**config.mk**
```make
export PLATFORM = sky130hd
export DESIGN_NAME = aes_stream_loader
export DESIGN_NICKNAME = d
export VERILOG_FILES = /design/src/rtl/aes_pkg.sv /design/src/rtl/word_packer.sv /design/src/rtl/aes_stream_loader.sv
export SDC_FILE = /design/constraint.sdc
export NUM_CORES = 1
export LEC_CHECK = 0
export ABC_AREA = 1
export BUFFER_PORTS_ARGS = -buffer_cell sky130_fd_sc_hd__buf_2
export CAP_MARGIN = 20
export CORE_MARGIN = 4
export CORE_UTILIZATION = 50
export CTS_CLUSTER_DIAMETER = 40
export DETAILED_ROUTE_END_ITERATION = 8
export PLACE_DENSITY = 0.77
export SLEW_MARGIN = 40
export SYNTH_ARGS = -nofsm -noshare
export SYNTH_HDL_FRONTEND = slang
export SYNTH_HIERARCHICAL = 1
export SYNTH_SLANG_ARGS = --single-unit
```
**constraint.sdc**
```tcl
create_clock -name clk -period 2.28 [get_ports clk]
set_input_delay 0.342 -clock clk [delete_from_list [all_inputs] [get_ports clk]]
set_output_delay 0.342 -clock clk [all_outputs]
set_load 0.05 [all_outputs]
```
**src/rtl/aes_pkg.sv**
```systemverilog
// Shared types and helpers for the AES-128 stream loader: loader states,
// block geometry and MS-first word selection.
package aes_pkg;

  localparam int AES_WORDS   = 4;
  localparam int AES_BLOCK_W = 128;

  typedef enum logic [1:0] {
    LOAD_KEY,
    LOAD_MES,
    WAIT,
    DRAIN
  } loader_state_e;

  // Word 0 is the most-significant 32 bits of the block.
  function automatic logic [31:0] block_word(input logic [AES_BLOCK_W-1:0] blk,
                                             input logic [1:0] n);
    return blk[(AES_WORDS - 1 - int'(n)) * 32 +: 32];
  endfunction

endpackage

```
**src/rtl/word_packer.sv**
```systemverilog
// Four-word operand register for the AES core: words are written in by index
// (word 0 lands in the top 32 bits) and the whole block is presented at once.
module word_packer
  import aes_pkg::*;
(
  input  logic                   clk,
  input  logic                   clear,
  input  logic                   wr_en,
  input  logic [1:0]             wr_idx,
  input  logic [31:0]            wr_data,
  output logic [AES_BLOCK_W-1:0] data
);

  always_ff @(posedge clk) begin
    if (clear) begin
      data <= '0;
    end else if (wr_en) begin
      data[(AES_WORDS - 1 - int'(wr_idx)) * 32 +: 32] <= wr_data;
    end
  end

endmodule

```
**src/rtl/aes_stream_loader.sv**
```systemverilog
// Valid/ready word-stream front/back end for the unrolled AES-128 core.
// Optional key reuse between frames is enabled by defining AES_LOADER_KEY_REUSE_EN.
module aes_stream_loader
  import aes_pkg::*;
#(
  parameter int CORE_LATENCY = 20
) (
  input  logic                   clk,
  input  logic                   reset,
  input  logic [31:0]            in_data,
  input  logic                   in_valid,
  output logic                   in_ready,
`ifdef AES_LOADER_KEY_REUSE_EN
  input  logic                   key_keep,
`endif
  output logic [AES_BLOCK_W-1:0] core_mes,
  output logic [AES_BLOCK_W-1:0] core_key,
  input  logic [AES_BLOCK_W-1:0] core_result,
  output logic [31:0]            out_data,
  output logic                   out_valid,
  input  logic                   out_ready,
  output logic                   busy
);

  localparam logic [5:0] LAT_LAST = 6'(CORE_LATENCY - 1);

  loader_state_e          state, state_next;
  logic [1:0]             word_cnt;
  logic [5:0]             lat_cnt;
  logic [AES_BLOCK_W-1:0] res_q;
  logic                   in_fire, out_fire, lat_done, last_word;

  // Handshake outputs decode from state alone, never from in_valid/out_ready.
  assign in_ready  = (state == LOAD_KEY) || (state == LOAD_MES);
  assign out_valid = (state == DRAIN);
  assign busy      = (state != LOAD_KEY);
  assign in_fire   = in_valid && in_ready;
  assign out_fire  = out_valid && out_ready;
  assign last_word = (word_cnt == 2'd3);
  assign lat_done  = (state == WAIT) && (lat_cnt == LAT_LAST);
  assign out_data  = block_word(res_q, word_cnt);

  always_comb begin
    state_next = state;
    case (state)
      LOAD_KEY: if (in_fire && last_word) state_next = LOAD_MES;
      LOAD_MES: if (in_fire && last_word) state_next = WAIT;
      WAIT:     if (lat_done) state_next = DRAIN;
      DRAIN: begin
        if (out_fire && last_word) begin
`ifdef AES_LOADER_KEY_REUSE_EN
          state_next = key_keep ? LOAD_MES : LOAD_KEY;
`else
          state_next = LOAD_KEY;
`endif
        end
      end
      default:  state_next = LOAD_KEY;
    endcase
  end

  // word_cnt wraps 3->0 on the same transfer that changes state, so each
  // phase starts from word 0; lat_cnt only runs while waiting on the core.
  always_ff @(posedge clk) begin
    if (reset) begin
      state    <= LOAD_KEY;
      word_cnt <= '0;
      lat_cnt  <= '0;
      res_q    <= '0;
    end else begin
      state <= state_next;
      if (in_fire || out_fire) word_cnt <= word_cnt + 2'd1;
      if (state == WAIT) lat_cnt <= lat_cnt + 6'd1;
      else               lat_cnt <= '0;
      if (lat_done) res_q <= core_result;
    end
  end

  word_packer u_key_packer (
    .clk     (clk),
    .clear   (reset),
    .wr_en   (in_fire && (state == LOAD_KEY)),
    .wr_idx  (word_cnt),
    .wr_data (in_data),
    .data    (core_key)
  );

  word_packer u_mes_packer (
    .clk     (clk),
    .clear   (reset),
    .wr_en   (in_fire && (state == LOAD_MES)),
    .wr_idx  (word_cnt),
    .wr_data (in_data),
    .data    (core_mes)
  );

endmodule

```
==> impl_results.md, run 1 <==
- Slew Limit Fails: 0
- DRC viols: 0
- Total GRT Usage: 28.7%
- Met2 usage: 48.7%
- CTS Sinks: 394
- Pin count of the biggest net entering global routing: 129
- First-pass GRT wire length: 84100 um
- Vias in the first global route: 15700
- M3 GR Usage: 5.59%
- Combinational cell fraction of total power: 27.1%
- Run status: finished clean
- Startpoint types: flip-flop
- # IOs: 455
- Synth unique cells: 20
- Arrival @ worst endpoint: 1910 ps
- Pleak: 8.91 nW
- Final hold vios: 0
- Mapped Cells: 2267
- Required @ worst endpoint: 1940 ps
- Clock-pin slew on the worst setup and hold paths: 60 ps
- Clk Latency, worst-skew pair: 550 ps
- CP Capture Type: primary output
- Placement Cell Area: 19200 um^2
- Starting DRC count in detailed routing: 1397
- Wire per inst: 17.9 um
- Post-route cell area: 21200 um^2
- Clk pwr share: 38.1%
- #FFs+latches synth: 394
- Setup Skew: 13.5 ps
- Final min period: 2250 ps
- Layout net count: 2850
- Unrepaired setup endpoints after global routing: yes
- Routed wire length: 56500 um
- Seq pwr share: 34.8%
- Crit path max fanout: 16
- Post-Syn Nets: 2448
- Starting density of the core: 51.1%
- HPWL after DPL: 38600 um
- Peak supply drop: 0.714 mV
- TritonRoute pass-1 iters: 6
- Crit Path Class: reg2out
- Maximum root-to-sink buffer count: 3
- Max_slew headroom: 63.9%
- Int Power: 13.5 mW
- Fmax: 444 MHz
- Root Buffer: clkbuf_16
- Port Buffers: 454
- NetSw: 7.26 mW
- Routing usage on met1: 34.9%
- Most frequent cells in the layout: nand2_1 (722), buf_2 (425), dfxtp_1 (392)
- Height of the die: 191 um
- Die X: 191 um
- Vias per Instance: 5.34
- # rows: 66
- Antenna Nets Post-Route: 0
- Count of final setup violators: 0
- Vias: 16800
- GRT busiest layer: met2
- Period utilization: 98.9%
- CTS tree: built
- Non-Filler Instances: 3151
- Worst-margin pin slew: 541 ps
- Pwr per Cell Area: 978 nW/um^2
- Area delta synth->final: 26.6%
- GPL Wtd Cong: 0.929
- Max cap viols: 0
- Die area: 36500 um^2
- Initial antenna violation count: 3
- Fill count: 2833
- Hold crit path type: in2reg
- Commonest non-fill, non-tap cell in the layout: nand2_1
- Grt ovf: 0
- TritonCTS Buffers: 49
- Proportion of layout cells with a drive suffix above 1: 29.9%
- Switch share: 35.0%
- Register area share after synthesis: 47.1%
- Post-synthesis average cell area: 7.38 um^2
- Mapped cell area: 16700 um^2
- Yosys warning total: 6
- H-tree levels: 2
- # placed instances: 3051
- Total core area: 32800 um^2
- Final Util: 64.7%
- Pwr Total: 20.7 mW
layer usage:
layer / up-vias / part of all wire, %
met5: - / 0.021
met2: 883 / 48
met3: 167 / 9.6
met1: 7789 / 37
met4: 2 / 5.5
li1: 7985 / -
power by group through the flow:
stage               logic, mW  clock network (mW)  registers [mW]
floorplan                3.07                   0            7.89
global placement         5.11                   0            7.35
detailed placement       5.16                   0            7.36
CTS                      5.25                7.99            7.21
global route             5.97                8.29            7.23
finish                   5.62                7.90            7.22
cell usage after synthesis, drive strengths merged:
cell type    n  area (um^2)
nand3        4         20.0
a21oi      390         2330
o21ai       68          340
ha          17          213
inv         95          357
o22ai       32          200
dfxtp      394         7890
buf         77          656
nor2       283         1080
nor3         1         5.00
nand2      822         3340
nand4        1         6.26
clkbuf      83          312
kinds of logic after synthesis:
| family | after synthesis | share of synthesized area (%) |
|---|---|---|
| flops | 394 | 47.1 |
| simple gates | 1111 | 26.6 |
| fa+ha+maj | 17 | 1.27 |
| buf+inv | 255 | 7.91 |
| compound gates | 490 | 17.1 |
layout make-up:
cell class                 count  area (um^2)  area share [%]
tap                          442          553            2.61
clock inverter                26          333            1.57
antenna                        2         5.00          0.0236
timing repair buffer         511         3130            14.8
inverter                      95          365            1.72
sequential                   394         7890            37.2
clock buffer                  63         1340            6.32
multi-input combinational   1618         7570            35.7
flip-flops by register name, indices dropped and copies added (netlist names):
name               count
word_cnt               2
u_mes_packer/data    128
state                  2
lat_cnt                6
u_key_packer/data    128
res_q                128
stage by stage:
stage	TNS (ps)	hold WS [ps]	setup WS, ps
2_1_floorplan	0	418	56.7
3_3_place_gp	0	430	334
3_5_place_dp	0	448	270
4_1_cts	-6.74	2.65	-6.74
5_1_grt	-158	15.0	-44.8
6_report	0	28.1	25.4
worst paths after layout:
path	from	end	slack (ps)	cells after the start
max	word_cnt[0]$_SDFFE_PP0P_	out_data[25]	30	6
min	core_result[28]	res_q[28]$_SDFFE_PP0P_	30	3
max reg2reg	word_cnt[0]$_SDFFE_PP0P_	u_key_packer/data[79]$_SDFFE_PP0P_	180	9
min reg2reg	lat_cnt[0]$_SDFF_PP0_	lat_cnt[0]$_SDFF_PP0_	450	1
critical path, stage by stage, from the launching register on:
cell	delay, ps
dfxtp_4	370
clkinvlp_4	90
buf_12	140
buf_6	210
nor2_1	70
o22ai_1	190
buf_2	290
repair_timing:
action,CTS,global route
setup endpoints to repair,9,32
setup buffers,0,2
endpoints found under the hold margin,2,0
gates resized for setup,12,42
hold buffers,2,0
cloned,0,5
pin swaps,0,1
(Power assumes the default switching activity.)
==> run 2: changes to the inputs <==
SYNTH_HIERARCHICAL = unset   (was 1)
==> run 2 against run 1 <==
Critical path depth did not move. Final cell count is 7.8% higher. Maximum frequency is 0.81% lower. Sequential cell count is the same. Core utilization is 2.8 points higher. Routed wire length is 8.9% higher. Setup slack lost 18 ps. Synthesized area increased by 0.47%. Power rose by 19%. Sequential power rose by 5.7%. Sequential share of layout area decreased by 1.6 points. Largest power group unchanged.
==> impl_results.md, run 2 <==
- Run status: finished clean
- Die area: 36600 um^2 (+0.45%)
- GPL Wtd Cong: 0.914 (-1.7%)
- Max cap viols: 0 (unchanged)
- Yosys warning total: 0 (-6)
- Routed wire length: 61500 um (+8.9%)
- Maximum root-to-sink buffer count: 3 (unchanged)
- Hold Crit Endpoint: res_q[58]$_SDFFE_PP0P_
- EDFF count, synth: 0 (unchanged)
- Biggest registers after layout: res_q x128, u_key_packer.data x128, u_mes_packer.data x128
- H-tree levels: 2 (unchanged)
- Worst-margin pin slew: 819 ps (+277 ps)
- Root Buffer: clkbuf_16
- Reg2Reg Launch Point: state[0]$_SDFFE_PP0P_
- Pwr per Cell Area: 1110 nW/um^2 (+13%)
- Port Buffers: 454 (unchanged)
- Area delta synth->final: 31.8%
- Required @ worst endpoint: 1940 ps (about the same)
- DRC viols: 0 (unchanged)
- Worst r2r dst: u_key_packer.data[121]$_SDFFE_PP0P_
- Cell mode on critical path: a21oi_1
- Largest family of logic cells by synthesized area: simple AND/OR/NAND/NOR gates
- Commonest non-fill, non-tap cell in the layout: nand2_1
- Die X: 191 um (+0.23%)
- Final hold vios: 0 (unchanged)
- Unrepaired setup endpoints after global routing: yes
- Most instantiated cells after synthesis: nand2_1 (586), nor2_1 (417), dfxtp_1 (394)
- Fill count: 2798 (-1.2%)
- Post-Syn Nets: 2663 (+8.8%)
- Most frequent cell after synthesis: nand2_1
- Arrival @ worst endpoint: 1930 ps (+20 ps)
- Clk Latency, worst-skew pair: 570 ps (+20 ps)
- Crit Path Class: reg2out
- # rows: 66 (unchanged)
- Critical hold path startpoint: core_result[58]
- Total GRT Usage: 31.4% (+2.8 points)
- Clock-pin slew on the worst setup and hold paths: 60 ps (about the same)
- Slew Limit Fails: 0 (unchanged)
- WHS Path Cells: 3 (unchanged)
- Count of final setup violators: 0 (unchanged)
- Post-CTS setup buffers: 0 (unchanged)
- Most frequent cells in the layout: nand2_1 (586), buf_2 (423), nor2_1 (417)
- Antenna Nets Post-Route: 0 (unchanged)
- Vias in the first global route: 17000 (+8.1%)
- Total core area: 32900 um^2 (+0.25%)
- Post-Synth Simple-Gate Area: 27.4% (+0.84 points)
- Height of the die: 191 um (+0.23%)
- Fmax: 440 MHz (-0.81%)
- HPWL after DPL: 40400 um (+4.8%)
- Startpoint types: flip-flop
- Max_slew headroom: 45.4% (-18 points)
- TritonRoute pass-1 iters: 5 (-1)
- Pleak: 11.2 nW (+26%)
- Layout net count: 3083 (+8.2%)
- Proportion of layout cells with a drive suffix above 1: 21.3% (-8.6 points)
- Synth Area in Adders: 0.818% (-0.45 points)
- Vias: 17900 (+6.3%)
- # IOs: 455 (unchanged)
- Post-synthesis average cell area: 6.76 um^2 (-8.5%)
- Final worst slack: 6.92 ps (-18.5 ps)
- Synth unique cells: 20 (unchanged)
- #FFs+latches synth: 394 (unchanged)
- Area contributors post-synth: dfxtp_1 (47%), nand2_1 (13%), nor2_1 (9.3%)
- Hold crit path type: in2reg
- First-pass GRT wire length: 92000 um (+9.3%)
- Yosys top cell by area: dfxtp_1
- Place WS: 331 ps (+61.4 ps)
- Mapped Cells: 2488 (+9.7%)
- Register area share after synthesis: 46.9% (-0.22 points)
- Final min period: 2270 ps (+18.5 ps)
- Peak supply drop: 0.693 mV (-3.0%)
- Post-synthesis compound-gate area fraction: 13.2% (-3.9 points)
- Top-area cell type share of the netlist area: 46.9% (-0.22 points)
- R2r setup slk: 270 ps (+90 ps)
- Mapped cell area: 16800 um^2 (+0.47%)
- Critical Path Slowest Stage Cell: dfxtp_4
- Async SR Flop Fraction: 0% (unchanged)
- Top_reg_cell synth: dfxtp_1
- Setup Skew: 24.9 ps (+11.5 ps)
- Starting density of the core: 51.2% (+0.11 points)
- CP Capture Type: primary output
- TritonCTS Buffers: 52 (+6.1%)
- Crit path max fanout: 24 (+8)
- Grt ovf: 0 (unchanged)
- Period utilization: 99.7% (+0.81 points)
- Pin count of the biggest net entering global routing: 154 (+19%)
- Mux share of post-synthesis cell area: 0% (unchanged)
- CTS Sinks: 394 (unchanged)
- Starting DRC count in detailed routing: 1718 (+23%)
- Synth Area in XOR/XNOR: 0% (unchanged)
- R2R depth: 9 (unchanged)
- Largest stage delay on the critical path: 400 ps (+30 ps)
- Vias per Instance: 5.27 (-1.4%)
- Setup TNS: 0 ps (unchanged)
- Wire per inst: 18.1 um (+1.0%)
- Worst-path cell chain: inv_6, buf_16, o21ai_0, a21oi_1, a21oi_1, buf_4
- Initial antenna violation count: 7 (+4)
- CTS tree: built
==> run 2: cell count changes in the layout (fill, tap and decap cells not counted), moves of 26 or more <==
cell / previous run / this run
o21ai_0: 56 / 98
o22ai_1: 26 / 0
dlygate4sd3_1: 2 / 35
nand2_2: 100 / 0
nor2_1: 274 / 417
nor3_1: 1 / 45
nand3_1: 4 / 30
inv_1: 93 / 316
a21oi_2: 100 / 13
nand4_1: 1 / 69
nand2_1: 722 / 586
==> run 2: final cells by class <==
class	count	area (um^2)	area share (%)
flip-flops and latches	394	7890	35.6
multi-input cells	1595	7050	31.8
repair buffers	542	3510	15.8
clock buffers	65	1440	6.51
inverters	323	1220	5.52
well taps	442	553	2.49
clock inverters	33	495	2.23
diodes	3	7.51	0.0339
==> run 2: worst max-delay path by stage <==
stage	start	to	slack, ps	cells past startpoint
final	word_cnt[0]$_SDFFE_PP0P_	out_data[27]	7	6
after global routing	word_cnt[0]$_SDFFE_PP0P_	out_data[12]	-10	6
after CTS	word_cnt[0]$_SDFFE_PP0P_	out_data[25]	-10	6
after detailed placement	word_cnt[0]$_SDFFE_PP0P_	out_data[18]	330	6
after global placement	word_cnt[0]$_SDFFE_PP0P_	out_data[18]	350	4
after floorplan	word_cnt[0]$_SDFFE_PP0P_	u_mes_packer.data[10]$_SDFFE_PP0P_	100	11
==> run 2: critical path, delay by kind of cell, from the launching register on <==
| kind | cells | cell delay, ps |
|---|---|---|
| DFF | 1 | 400 |
| buffers and inverters | 3 | 520 |
| AOI/OAI and AO/OA | 3 | 420 |
==> run 2: routing by layer <==
layer  GRT usage [%]  vias up  share of wire (%)
li1                -     8599                  -
met1            37.4     8115                 37
met2            51.4      945                 46
met3            7.85      217                 10
met4            18.4       10                6.5
met5               0        -              0.080
==> run 2: kinds of logic after synthesis <==
family	after synthesis
adder cells (fa/ha/maj)	11
buffers and inverters	499
AO/OA/AOI/OAI	432
flip-flops	394
AND/OR/NAND/NOR	1152
==> run 2: stage by stage <==
step                      util [%]  cell area, um^2  total power [mW]  std cells  hold slack (ps)
after detailed placement      59.4            19500              14.9       3255              439
after global routing          67.4            22200              25.4       3395             3.44
final                         67.5            22200              24.6       3397             10.1
after global placement        59.4            19500              14.8       3255              429
after CTS                     67.0            22000              24.3       3392           0.0526
after floorplan                  -            16800              12.8       2488              418
==> run 2: where the power goes <==
group          switching (mW)  internal, mW  total [mW]
combinational            5.90          2.12        8.02
sequential              0.305          7.32        7.63
clock                    3.28          5.69        8.97
total                    9.48          15.1        24.6
==> run 2: what timing repair did <==
item	in CTS	in global routing
cloned	4	2
endpoints found under the setup margin	33	35
hold buffers	35	0
endpoints found under the hold margin	35	0
gates resized for setup	37	44
==> run 3: changes to the inputs <==
CORE_ASPECT_RATIO = 1.2   (was unset)
==> run 3 against run 2 <==
Maximum frequency decreased by 1.3%. Core utilization decreased by 0.41 points. Sequential cell count unchanged. Sequential share of layout area decreased by 0.092 points. Sequential power about the same. Register-to-register slack got worse by 150 ps. Routed wire length decreased by 0.94%. Combinational power increased by 2%. Global-route usage decreased by 0.31 points. Worst hold slack improved by 8.2 ps. Critical path type unchanged. Final area increased by 0.26%. The run now ends with setup timing left.
==> impl_results.md, run 3 (synthesis results as in run 2) <==
- Run status: complete, but fails checks
- Failing checks: setup timing
- Non-Filler Instances: 3414 (+0.50%)
- NetSw: 9.29 mW (-2.1%)
- Wire per inst: 17.9 um (-1.4%)
- Switch share: 40.1% (+1.6 points)
- Critical hold path startpoint: core_result[7]
- Vias in the first global route: 16600 (-2.2%)
- Int Power: 13.9 mW (-8.2%)
- Startpoint types: flip-flop
- R2r setup slk: 120 ps (-150 ps)
- CTS Sinks: 394 (unchanged)
- Pin count of the biggest net entering global routing: 133 (-14%)
- Vias per Instance: 5.22 (-0.80%)
- Commonest non-fill, non-tap cell in the layout: nand2_1
- # rows: 73 (+11%)
- Placement Cell Area: 19500 um^2 (about the same)
- Place WS: 223 ps (-108 ps)
- Starting DRC count in detailed routing: 1820 (+5.9%)
- Fmax: 434 MHz (-1.3%)
- Clk Latency, worst-skew pair: 570 ps (about the same)
- Layout net count: 3100 (+0.55%)
- R2R depth: 8 (-1)
- Vias: 17800 (-0.30%)
- Slew Limit Fails: 0 (unchanged)
- Hold Crit Endpoint: res_q[7]$_SDFFE_PP0P_
- H-tree levels: 2 (unchanged)
- Maximum root-to-sink buffer count: 3 (unchanged)
- Unrepaired setup endpoints after global routing: yes
- Peak supply drop: 0.791 mV (+14%)
- Worst-margin pin slew: 648 ps (-171 ps)
- CP top delay family: buffers and inverters
- Period utilization: 101% (+1.4 points)
- Post-route cell area: 22200 um^2 (+0.26%)
- Crit Path Class: reg2out
- Final min period: 2300 ps (+30.8 ps)
- Worst Hold Slack: 18.3 ps (+8.17 ps)
- Initial antenna violation count: 3 (-4)
- Height of the die: 209 um (+9.1%)
- Count of final setup violators: 1 (+1)
- Port Buffers: 454 (unchanged)
- Total GRT Usage: 31.1% (-0.31 points)
- # IOs: 455 (unchanged)
- CTS tree: built
- WHS Path Cells: 3 (unchanged)
- Reg2Reg Launch Point: word_cnt[0]$_SDFFE_PP0P_
- TritonRoute pass-1 iters: 6 (+1)
- HPWL after DPL: 39200 um (-2.9%)
- Worst r2r dst: u_mes_packer.data[63]$_SDFFE_PP0P_
- Fill count: 2779 (-0.68%)
- Most frequent cells in the layout: nand2_1 (585), buf_2 (420), nor2_1 (416)
- CP bufs+invs: 3 (unchanged)
- Starting density of the core: 50.7% (-0.45 points)
- Final worst slack: -23.9 ps (-30.8 ps)
- CP Capture Type: primary output
- # placed instances: 3258 (+0.092%)
- TritonCTS Buffers: 45 (-13%)
- Setup Skew: 19.8 ps (-5.11 ps)
- Combinational cell fraction of total power: 35.3% (+2.7 points)
- Grt ovf: 0 (unchanged)
- Total core area: 33200 um^2 (+0.88%)
- Required @ worst endpoint: 1940 ps (about the same)
- Hold crit path type: in2reg
- Critical Path Slowest Stage Cell: dfxtp_4
- Cell mode on critical path: a21oi_1
- Clock-pin slew on the worst setup and hold paths: 70 ps (about the same)
- Largest stage delay on the critical path: 400 ps (about the same)
- First-pass GRT wire length: 91500 um (-0.53%)
- Max_slew headroom: 56.8% (+11 points)
- Arrival @ worst endpoint: 1960 ps (+30 ps)
- Proportion of layout cells with a drive suffix above 1: 21.7% (+0.37 points)
- Die area: 36700 um^2 (about the same)
- Pleak: 11.2 nW (about the same)
- Area delta synth->final: 32.2%
- DRC viols: 0 (unchanged)
- Seq pwr share: 32.8% (+1.8 points)
- GPL Wtd Cong: 0.923 (+1.0%)
- Max cap viols: 0 (unchanged)
- Worst-path cell chain: clkinv_8, bufbuf_16, o21ai_1, a21oi_1, a21oi_1, buf_4
- Die X: 175 um (-8.3%)
- Biggest registers after layout: res_q x128, u_key_packer.data x128, u_mes_packer.data x128
- Crit path max fanout: 25 (+4.2%)
- Final hold vios: 0 (unchanged)
- Routed wire length: 60900 um (-0.94%)
- Antenna Nets Post-Route: 0 (unchanged)
- Pwr per Cell Area: 1040 nW/um^2 (-6.1%)
- Root Buffer: clkbuf_16
- Clk pwr share: 31.9% (-4.5 points)
==> run 3: final cells by class <==
class | count | area, um^2 | share of cell area, %
Clock inverter | 26 | 320 | 1.44
Tap cell | 450 | 563 | 2.53
Inverter | 323 | 1230 | 5.54
Timing Repair Buffer | 566 | 3830 | 17.2
Antenna cell | 3 | 7.51 | 0.0338
Multi-Input combinational cell | 1595 | 7170 | 32.3
Sequential cell | 394 | 7890 | 35.5
Clock buffer | 57 | 1210 | 5.45
==> run 3: how the worst max path moves through the flow <==
stage / endpoint / slack, ps / cells past startpoint / startpoint
2_1_floorplan: u_mes_packer.data[10]$_SDFFE_PP0P_ / 100 / 11 / word_cnt[0]$_SDFFE_PP0P_
3_3_place_gp: u_mes_packer.data[60]$_SDFFE_PP0P_ / 60 / 9 / state[0]$_SDFFE_PP0P_
3_5_place_dp: u_key_packer.data[73]$_SDFFE_PP0P_ / 220 / 9 / state[0]$_SDFFE_PP0P_
4_1_cts: out_data[3] / -60 / 7 / word_cnt[0]$_SDFFE_PP0P_
5_1_grt: out_data[1] / -70 / 7 / word_cnt[0]$_SDFFE_PP0P_
6_report: out_data[28] / -20 / 6 / word_cnt[0]$_SDFFE_PP0P_
==> run 3: timing repair <==
action                                 4_1_cts  5_1_grt
hold buffers                                60        0
setup buffers                                2        0
setup endpoints to repair                   33       38
pin swaps                                    0        1
endpoints found under the hold margin       60        0
gates cloned                                 6        3
gates resized for setup                     53       81
==> run 3: metal layers <==
metal / part of all wire (%) / global-route usage (%) / vias up
li1: - / - / 8602
met1: 36 / 36.8 / 8053
met2: 48 / 52.8 / 997
met3: 9.8 / 6.48 / 176
met4: 5.8 / 17.2 / 4
met5: 0.043 / 0 / -
==> run 3: worst min-delay path, stage by stage <==
cell and delay [ps]:
buf_2 80, nor2_1 40, nor2_1 80
==> run 3: per-stage QoR <==
step	setup TNS, ps	total power [mW]	util [%]
final	-23.9	23.2	67.0
after CTS	-495	22.9	66.3
after floorplan	0	12.8	-
after global placement	0	14.8	58.8
after detailed placement	0	14.9	58.8
after global routing	-512	24.0	67.0
==> run 3: power by group through the flow <==
stage	clock, mW	sequential, mW	combinational, mW
2_1_floorplan	0	9.01	3.77
3_3_place_gp	0	7.71	7.09
3_5_place_dp	0	7.73	7.18
4_1_cts	7.45	7.59	7.84
5_1_grt	7.73	7.63	8.66
6_report	7.39	7.60	8.19
